--- src/rtl/sram_ctrl_pkg.sv ---
// Shared constants and state type for the single-port SRAM front-end controller.
package sram_ctrl_pkg;

  localparam int ENTRIES = 512;
  localparam int ADDR_W  = 9;
  localparam int LANE_W  = 10;
  localparam int LANES   = 8;
  localparam int DATA_W  = LANES * LANE_W;

  // INIT zero-fills the array after reset; RUN arbitrates live traffic.
  typedef enum logic {
    INIT = 1'b0,
    RUN  = 1'b1
  } state_t;

endpackage

--- src/rtl/sram_resp_fifo.sv ---
// Two-entry response FIFO that holds read data so the consumer can stall.
module sram_resp_fifo #(
  parameter int WIDTH = sram_ctrl_pkg::DATA_W
) (
  input  logic             clock,
  input  logic             reset,
  input  logic             push,
  input  logic [WIDTH-1:0] din,
  input  logic             pop,
  output logic [WIDTH-1:0] dout,
  output logic             empty,
  output logic             full
);

  logic [WIDTH-1:0] mem_q [2];
  logic             wr_ptr_q;
  logic             rd_ptr_q;
  logic [1:0]       count_q;

  // Pointer and occupancy tracking; push and pop may coincide.
  // NOTE: sequential state uses non-blocking assignments so every flop samples pre-edge values.
  always_ff @(posedge clock) begin
    if (reset) begin
      wr_ptr_q <= 1'b0;
      rd_ptr_q <= 1'b0;
      count_q  <= 2'd0;
    end else begin
      if (push) wr_ptr_q <= ~wr_ptr_q;
      if (pop)  rd_ptr_q <= ~rd_ptr_q;
      case ({push, pop})
        2'b10:   count_q <= count_q + 2'd1;
        2'b01:   count_q <= count_q - 2'd1;
        default: count_q <= count_q;
      endcase
    end
  end

  // Data storage.
  // NOTE: the storage array has no reset; occupancy alone decides validity, and this keeps it mappable to plain registers/RAM.
  always_ff @(posedge clock) begin
    if (push) mem_q[wr_ptr_q] <= din;
  end

  assign dout  = mem_q[rd_ptr_q];
  assign empty = (count_q == 2'd0);
  assign full  = (count_q == 2'd2);

endmodule

--- src/rtl/sram_1p_ctrl.sv ---
// Front-end controller for the 512x80 single-port lane-masked SRAM macro:
// zero-fill after reset, read/write arbitration, read-latency tracking and a
// credit-limited response FIFO.
module sram_1p_ctrl #(
  parameter int ENTRIES       = sram_ctrl_pkg::ENTRIES,
  parameter int ADDR_W        = sram_ctrl_pkg::ADDR_W,
  parameter int LANE_W        = sram_ctrl_pkg::LANE_W,
  parameter int LANES         = sram_ctrl_pkg::LANES,
  parameter int DATA_W        = sram_ctrl_pkg::DATA_W,
  parameter int INIT_ON_RESET = 1
) (
  input  logic              clock,
  input  logic              reset,
  input  logic              w_valid,
  output logic              w_ready,
  input  logic [ADDR_W-1:0] w_addr,
  input  logic [LANES-1:0]  w_mask,
  input  logic [DATA_W-1:0] w_data,
  input  logic              r_valid,
  output logic              r_ready,
  input  logic [ADDR_W-1:0] r_addr,
  output logic              resp_valid,
  input  logic              resp_ready,
  output logic [DATA_W-1:0] resp_data,
  output logic              init_done,
  output logic              sram_en,
  output logic              sram_wmode,
  output logic [ADDR_W-1:0] sram_addr,
  output logic [LANES-1:0]  sram_wmask,
  output logic [DATA_W-1:0] sram_wdata,
  input  logic [DATA_W-1:0] sram_rdata
);

  import sram_ctrl_pkg::*;

  localparam logic [ADDR_W-1:0] LAST_ADDR = ADDR_W'(ENTRIES - 1);

  state_t            state_q, state_d;
  logic [ADDR_W-1:0] init_ptr_q;
  logic              init_done_q;
  logic [1:0]        credit_q, credit_d;
  logic              prio_read_q;
  logic              rd_pending_q;
  logic              fifo_push, fifo_pop, fifo_empty, fifo_full;
  logic              run, rd_ok, wr_grant, rd_grant, contend;

  // Traffic is only accepted once the sweep is finished and reset is low.
  assign run        = init_done_q && !reset;
  assign resp_valid = !fifo_empty;
  assign fifo_pop   = resp_valid && resp_ready;
  assign fifo_push  = rd_pending_q;
  assign rd_ok      = (credit_q < 2'd2) || fifo_pop;
  assign w_ready    = run && !(r_valid && rd_ok && prio_read_q);
  assign r_ready    = run && rd_ok && !(w_valid && !prio_read_q);
  assign wr_grant   = w_valid && w_ready;
  assign rd_grant   = r_valid && r_ready;
  assign contend    = run && w_valid && r_valid && rd_ok;
  assign init_done  = init_done_q;

  // Next state: the sweep ends after the last address has been written.
  // NOTE: every combinational output gets a default first so no path infers a latch.
  always_comb begin
    state_d = state_q;
    if (state_q == INIT && init_ptr_q == LAST_ADDR) state_d = RUN;
  end

  // State register, sweep pointer and registered init_done flag.
  always_ff @(posedge clock) begin
    if (reset) begin
      state_q     <= (INIT_ON_RESET != 0) ? INIT : RUN;
      init_ptr_q  <= '0;
      init_done_q <= 1'b0;
    end else begin
      state_q     <= state_d;
      init_done_q <= (state_d == RUN);
      if (state_q == INIT) init_ptr_q <= init_ptr_q + ADDR_W'(1);
    end
  end

  // Outstanding-read credit: issued reads not yet consumed by the requester.
  always_comb begin
    credit_d = credit_q;
    case ({rd_grant, fifo_pop})
      2'b10:   credit_d = credit_q + 2'd1;
      2'b01:   credit_d = credit_q - 2'd1;
      default: credit_d = credit_q;
    endcase
  end

  // Credit, fairness toggle and the one-cycle read-latency tracker.
  always_ff @(posedge clock) begin
    if (reset) begin
      credit_q     <= 2'd0;
      prio_read_q  <= 1'b0;
      rd_pending_q <= 1'b0;
    end else begin
      credit_q     <= credit_d;
      rd_pending_q <= rd_grant;
      if (contend) prio_read_q <= ~prio_read_q;
    end
  end

  // Macro drive: sweep write during INIT, otherwise the single granted request.
  always_comb begin
    sram_en    = 1'b0;
    sram_wmode = 1'b0;
    sram_addr  = '0;
    sram_wmask = '0;
    sram_wdata = '0;
    if (state_q == INIT && !reset) begin
      sram_en    = 1'b1;
      sram_wmode = 1'b1;
      sram_addr  = init_ptr_q;
      sram_wmask = '1;
    end else if (wr_grant) begin
      sram_en    = 1'b1;
      sram_wmode = 1'b1;
      sram_addr  = w_addr;
      sram_wmask = w_mask;
      sram_wdata = w_data;
    end else if (rd_grant) begin
      sram_en   = 1'b1;
      sram_addr = r_addr;
    end
  end

  sram_resp_fifo #(.WIDTH(DATA_W)) u_resp_fifo (
    .clock (clock),
    .reset (reset),
    .push  (fifo_push),
    .din   (sram_rdata),
    .pop   (fifo_pop),
    .dout  (resp_data),
    .empty (fifo_empty),
    .full  (fifo_full)
  );

  // The credit limit keeps read data from ever arriving at a full FIFO without a pop.
  assert property (@(posedge clock) disable iff (reset) !(fifo_full && fifo_push && !fifo_pop));

endmodule

--- config.mk ---
export PLATFORM = sky130hd
export DESIGN_NAME = sram_1p_ctrl
export DESIGN_NICKNAME = d
export VERILOG_FILES = /design/src/rtl/sram_ctrl_pkg.sv /design/src/rtl/sram_resp_fifo.sv /design/src/rtl/sram_1p_ctrl.sv
export SDC_FILE = /design/constraint.sdc
export NUM_CORES = 1
export LEC_CHECK = 0
export BUFFER_PORTS_ARGS = -buffer_cell sky130_fd_sc_hd__buf_2
export CAP_MARGIN = 15
export CORE_AREA = 2 2 192 100
export CTS_CLUSTER_DIAMETER = 150
export DETAILED_ROUTE_END_ITERATION = 6
export DIE_AREA = 0 0 194 102
export GPL_TIMING_DRIVEN = 0
export PLACE_DENSITY_LB_ADDON = 0.08
export SETUP_SLACK_MARGIN = 0.2
export SLEW_MARGIN = 20
export SYNTH_ARGS = -nofsm -noshare
export SYNTH_HDL_FRONTEND = slang
export SYNTH_SLANG_ARGS = --single-unit
--- constraint.sdc ---
create_clock -name clock -period 4.95 [get_ports clock]
set_clock_uncertainty 0.15 [all_clocks]
set_input_delay 0.99 -clock clock [delete_from_list [all_inputs] [get_ports clock]]
set_output_delay 0.99 -clock clock [all_outputs]
set_load 0.05 [all_outputs]
### Yosys cells after proc, flatten, opt, wreduce, memory -nomap -nowiden

Memories as Yosys holds them, arrays and structs flattened. A register that Yosys moved wholly into a read port is not among the register bits.
Index checks and enable logic that the tools add are counted.

| word-level totals | value |
|---|---|
| bits of input ports | 191 |
| RAM bits | 160 |
| bits in latches | 0 |
| word-level logic and storage cells | 66 |
| memories | 1 |
| register bits | 18 |
| ROM bits | 0 |

| operators by class | value |
|---|---|
| eq/ne operators | 5 |
| mux-type cells | 18 |
| add/sub/neg operators | 5 |
| divide/modulo/power cells | 0 |
| bitwise logic cells | 4 |
| shift-type cells | 0 |
| reductions and logical operators | 24 |
| $mul | 0 |
| magnitude comparators | 1 |

Memory list:

| name | depth | width | read ports | clocked after Yosys merged registers in | wr ports | line | text |
|---|---|---|---|---|---|---|---|
| u_resp_fifo.mem_q | 2 | 80 | 1 | 1 | 1 | sram_resp_fifo.sv:15 | `logic [WIDTH-1:0] mem_q [2];` |

Operator list:

| kind | count |
|---|---|
| two-way mux 80 bit | 2 |
| two-way mux 9 bit | 3 |
| two-way mux 8 bit | 2 |
| logical AND 1 bit | 15 |
| adder 9 x 1 -> 9 bit (second input constant) | 1 |
| equality test 9 bit (second input constant) | 1 |
| two-way mux 1 bit | 9 |
| case mux 2 bit (2 select lines) | 2 |
| zero test 1 bit | 5 |
| adder 2 x 1 -> 2 bit (second input constant) | 2 |
| equality test 2 x 1 -> 1 bit (second input constant) | 2 |
| equality test 2 bit (second input constant) | 2 |
| inverter 1 bit | 4 |
| nonzero test 2 bit | 2 |
| subtractor 2 x 1 -> 2 bit (second input constant) | 2 |
| zero test 2 bit | 1 |
| < comparator 2 bit (second input constant) | 1 |
| logical OR 1 bit | 1 |

### Logic depth before layout (Yosys ltp)

| logic depth | value |
|---|---|
| depth after elaboration | 11 |
| gate-level depth with buffers | 10 |

### Modules after synthesis

From an unflattened synthesis, not the netlist that was laid out.

| second synthesis, totals | value |
|---|---|
| cells, all modules | 478 |
| area, all modules | 7479.7 um^2 |

Modules (own cells, without submodules):

| module | cells each | times used | area each (um^2) |
|---|---|---|---|
| sram_resp_fifo | 271 | 1 | 5955.7 |
| sram_1p_ctrl | 207 | 1 | 1524.0 |

### Least setup slack after synthesis

No wires, ideal clock.

| timing path | value |
|---|---|
| kind | reg-to-reg |
| start | register rd_pending_q, in the netlist fifo_push |
| end | memory u_resp_fifo.mem_q[0][0] (netlist name), enable pin |
| buffers on the path | 0 |
| data arrival time | 3.752 ns |
| cell stages (with the launch flop) | 3 |
| data required time | 4.280 ns |
| path slack | 0.528 ns |
| cells stage by stage | dfxtp_1 inv_1 nor2_1 |

| between the ends | value |
|---|---|
| cells in the longest elaborated chain, start to end | 2 |

RTL lines:

| element | line | text |
|---|---|---|
| start, declared | sram_1p_ctrl.sv:43 | `logic rd_pending_q;` |
| start signal, assigned | sram_1p_ctrl.sv:98 | `rd_pending_q <= rd_grant;` |
| two-way mux 1 bit | sram_resp_fifo.sv:41 | `if (push) mem_q[wr_ptr_q] <= din;` |
| two-way mux 1 bit (not written as such) | sram_resp_fifo.sv:41 |  |
| end, declared | sram_resp_fifo.sv:15 |  |

No other way between the ends.

### Final worst setup path

| timing path | value |
|---|---|
| start | input reset |
| end | output sram_wdata[44] |

| between the ends | value |
|---|---|
| cells in the longest elaborated chain, start to end | 6 |

RTL lines:

| element | line | text |
|---|---|---|
| start, declared | sram_1p_ctrl.sv:13 | `input logic reset,` |
| zero test 1 bit (*) | sram_1p_ctrl.sv:48, sram_1p_ctrl.sv:110 |  |
| logical AND 1 bit | sram_1p_ctrl.sv:48 | `assign run = init_done_q && !reset;` |
| logical AND 1 bit | sram_1p_ctrl.sv:53 | `assign w_ready = run && !(r_valid && rd_ok && prio_read_q);` |
| logical AND 1 bit | sram_1p_ctrl.sv:55 | `assign wr_grant = w_valid && w_ready;` |
| two-way mux 80 bit | sram_1p_ctrl.sv:115 | `end else if (wr_grant) begin` |
| two-way mux 80 bit (*) | sram_1p_ctrl.sv:110 | `if (state_q == INIT && !reset) begin` |
| end, declared | sram_1p_ctrl.sv:30 | `output logic [DATA_W-1:0] sram_wdata,` |

Mark *: on every way between the ends. The rest lies on a longest branch, timed or not.

==> impl_metrics.tcl <==
set metrics [dict create \
    outcome "finished, final reports clean" \
    gp_congestion 0.9385 \
    crit_required_ps 3810 \
    holdCritStartpoint "u_resp_fifo.rd_ptr_q$_SDFFE_PP0P_" \
    ant_nets 0 \
    seqPwrFrac_pct 51.5 \
    startpoint "reset" \
    synth-seq-cells 179 \
    slew_violations 0 \
    cpMaxStageDelayCell "nor3_4" \
    end_kind "output pin" \
    power.share.combinational_pct 4.2 \
    crit_buf_inv 3 \
    rsz0062_at_grt "no" \
    nets 1058 \
    max-vdd-ir-drop_v 0.0002479 \
    wl_mm 20.25 \
    synth_area_leaders "edfxtp_1 (65%), mux2_2 (12%), and2_1 (7.6%)" \
    ys_warn_count 0 \
    finalSetupTns_ps 0 \
    cp_data_arrival_time_ps 2690 \
    max_freq_mhz 261.2 \
    p_per_area_mw_per_mm2 308.8 \
    min_period_over_period_pct 77.35 \
    dr.first_iter.drc_count 154 \
    path_cells "buf_2, nand2b_1, nor3_4, clkbuf_1, and2_1, buf_2" \
    p_int_mw 2.572 \
    root_buffer "clkbuf_16" \
    path_delay_family "simple AND/OR/NAND/NOR gates" \
    cts.sinks 179 \
    leakage_nw 4.460 \
    r2r_cells 9 \
    tightestPinTransition_ps 562.4 \
    ctsResizeCount 0 \
    vias 5229 \
    dieArea_mm2 0.01979 \
    die_h_um 102 \
    layout-drive-gt1-share_pct 58.33 \
    ys_types 36 \
    path_clk_slew_ps 60 \
    power_mw 3.201 \
    grt_use_total_pct 20.23 \
    crit_path_max_incr_delay_ps 400 \
    slew_headroom_pct 62.30 \
    die_x_um 194 \
    netlist_instances 466 \
    power_switching_mw 0.6287 \
    grt-ovfl-total 0 \
    dp_hpwl_mm 15.64 \
    yosys.area.top_type "edfxtp_1" \
    mostFrequentLayoutCells "buf_2 (382), edfxtp_1 (160), and2_1 (89)" \
    core_mm2 0.01804 \
    maxCapViolCount 0 \
    ys_seq_area_share_pct 69.85 \
    cpMostUsedCell "buf_2" \
    wl_per_cell_um 18.12 \
    post-route-min-period_ps 3829 \
    row_count 35 \
    synth.top_cell.area_share_pct 64.72 \
    grt_max_degree 53 \
    clock_latency_ps 420 \
    area_delta_synth_final_pct 39.61 \
    numPortBuffers 373 \
    vias_per_cell 4.677 \
    ctsHoldBuffers 0 \
    mostFrequentLayoutCell "buf_2" \
    hold_path.class "reg -> reg" \
    start_util_pct 41.14 \
    syn_nets 661 \
    cts_tree "built" \
    cts_buffers 17 \
    grt_pass1_vias 5210 \
    post_cts_buffers 0 \
    ios 374 \
    min_path_cells 2 \
    first_pass_iters 4 \
    crit_path_max_fanout 10 \
    h-tree-depth 4 \
    setup_violations 0 \
    p_sw_share_pct 19.64 \
    final_hold_viol_count 0 \
    grt_pass1_wl_mm 29.75 \
    syn_area_mm2 0.007423 \
    power.share.clock_pct 44.3 \
    reg2reg_from "init_done$_SDFFE_PP0P_" \
    synth.avg_cell_area_um2 15.93 \
    critPathLaunchType "primary input" \
    post-route-drc-count 0 \
    cp.depth 6 \
    critical_path_class "in -> out" \
    antenna_found_initial 4 \
    cts.path.max_buffers 2 \
]
## final timing paths
check | endpoint | slack, ps
max | sram_wdata[44] | 1120
min | register | 360
max reg2reg | credit_q[1]$_SDFFE_PP0P_ | 2530
min reg2reg | register | 360
## area by class of cell
cell class,instances,area (um2)
Sequential cell,179,5185
Clock inverter,12,181.4
Buffer,23,120.1
Multi-Input combinational cell,259,2110
Tap cell,240,300.3
Clock buffer,20,446.7
Inverter,5,18.77
Antenna cell,2,5.005
Fill cell,1530,7679
Timing Repair Buffer,378,1997
## metal layers
metal  part of all wire, %  vias to the layer above  GRT usage [%]  wire (um)
met5                  0.12                        -              0         24
met4                  0.67                        4          5.420        136
met3                   7.2                       14          6.832       1456
met2                    45                      165          30.52       9184
met1                    47                     2550          28.21       9452
li1                      -                     2496              -          -
## kinds of logic after synthesis
group | share of synthesized area (%)
flip-flops | 69.85
AND/OR/NAND/NOR | 10.37
multiplexers | 12.41
AO/OA/AOI/OAI | 3.186
buffers and inverters | 1.871
XOR/XNOR | 1.652
adder cells (fa/ha/maj) | 0.6742
## registers in the layout (all words and copies together), names as in the netlist, named ones only
signal,flops
u_resp_fifo.mem_q,160
init_ptr_q,9
credit_q,2
u_resp_fifo.count_q,2
fifo_push,1
init_done,1
prio_read_q,1
u_resp_fifo.rd_ptr_q,1
u_resp_fifo.wr_ptr_q,1
## worst register-to-register path, delay by kind of cell (launching register included)
family,cells,cell delay [ps]
and+or+nand+nor,3,730
buffers and inverters,3,490
AOI/OAI and AO/OA,2,350
DFF,1,340
adders and majority gates,1,300
## Yosys cell counts
library cell and instances:
nand2b_1 1, xnor2_1 7, a221o_1 8, o21ai_2 1, a31oi_1 1, buf_6 3, and3_1 1, nand4_1 2
nand3_1 3, a221o_2 1, o21bai_1 1, and3b_1 1, nor2b_1 2, nor3_4 1, a21o_1 8, mux2i_1 2
a21oi_4 1, clkbuf_1 10, inv_1 4, or3_1 2, inv_2 1, edfxtp_1 160, buf_1 1, o21ai_0 2
or2_2 2, and2_1 90, xor2_1 7, buf_2 9, o21ai_4 1, nor2_1 22, dfxtp_1 19, nor3_2 1
a21oi_1 4, mux2_2 80, ha_1 4, nand2_1 3
## stage by stage
stage	cell area, um2	utilization, %	instances	setup WS [ps]	hold WS [ps]
6_report	10360	57.44	1118	1121	363.3
5_1_grt	10360	57.43	1117	1021	390.3
4_1_cts	10360	57.41	1116	1122	371.8
3_5_place_dp	9731	53.93	1084	1126	353.4
3_3_place_gp	9590	53.16	1079	-1499	347.7
2_1_floorplan	7423	-	466	528.2	330.7
## power by group through the flow
stage          Combinational (mW)  Clock, mW  Sequential [mW]
3_5_place_dp                0.134          0             1.68
5_1_grt                     0.146       1.53             1.65
2_1_floorplan              0.0414          0             1.68
3_3_place_gp                0.128          0             1.68
4_1_cts                     0.135       1.45             1.65
6_report                    0.134       1.42             1.65
Note: power is estimated with default switching activity, not from simulation.
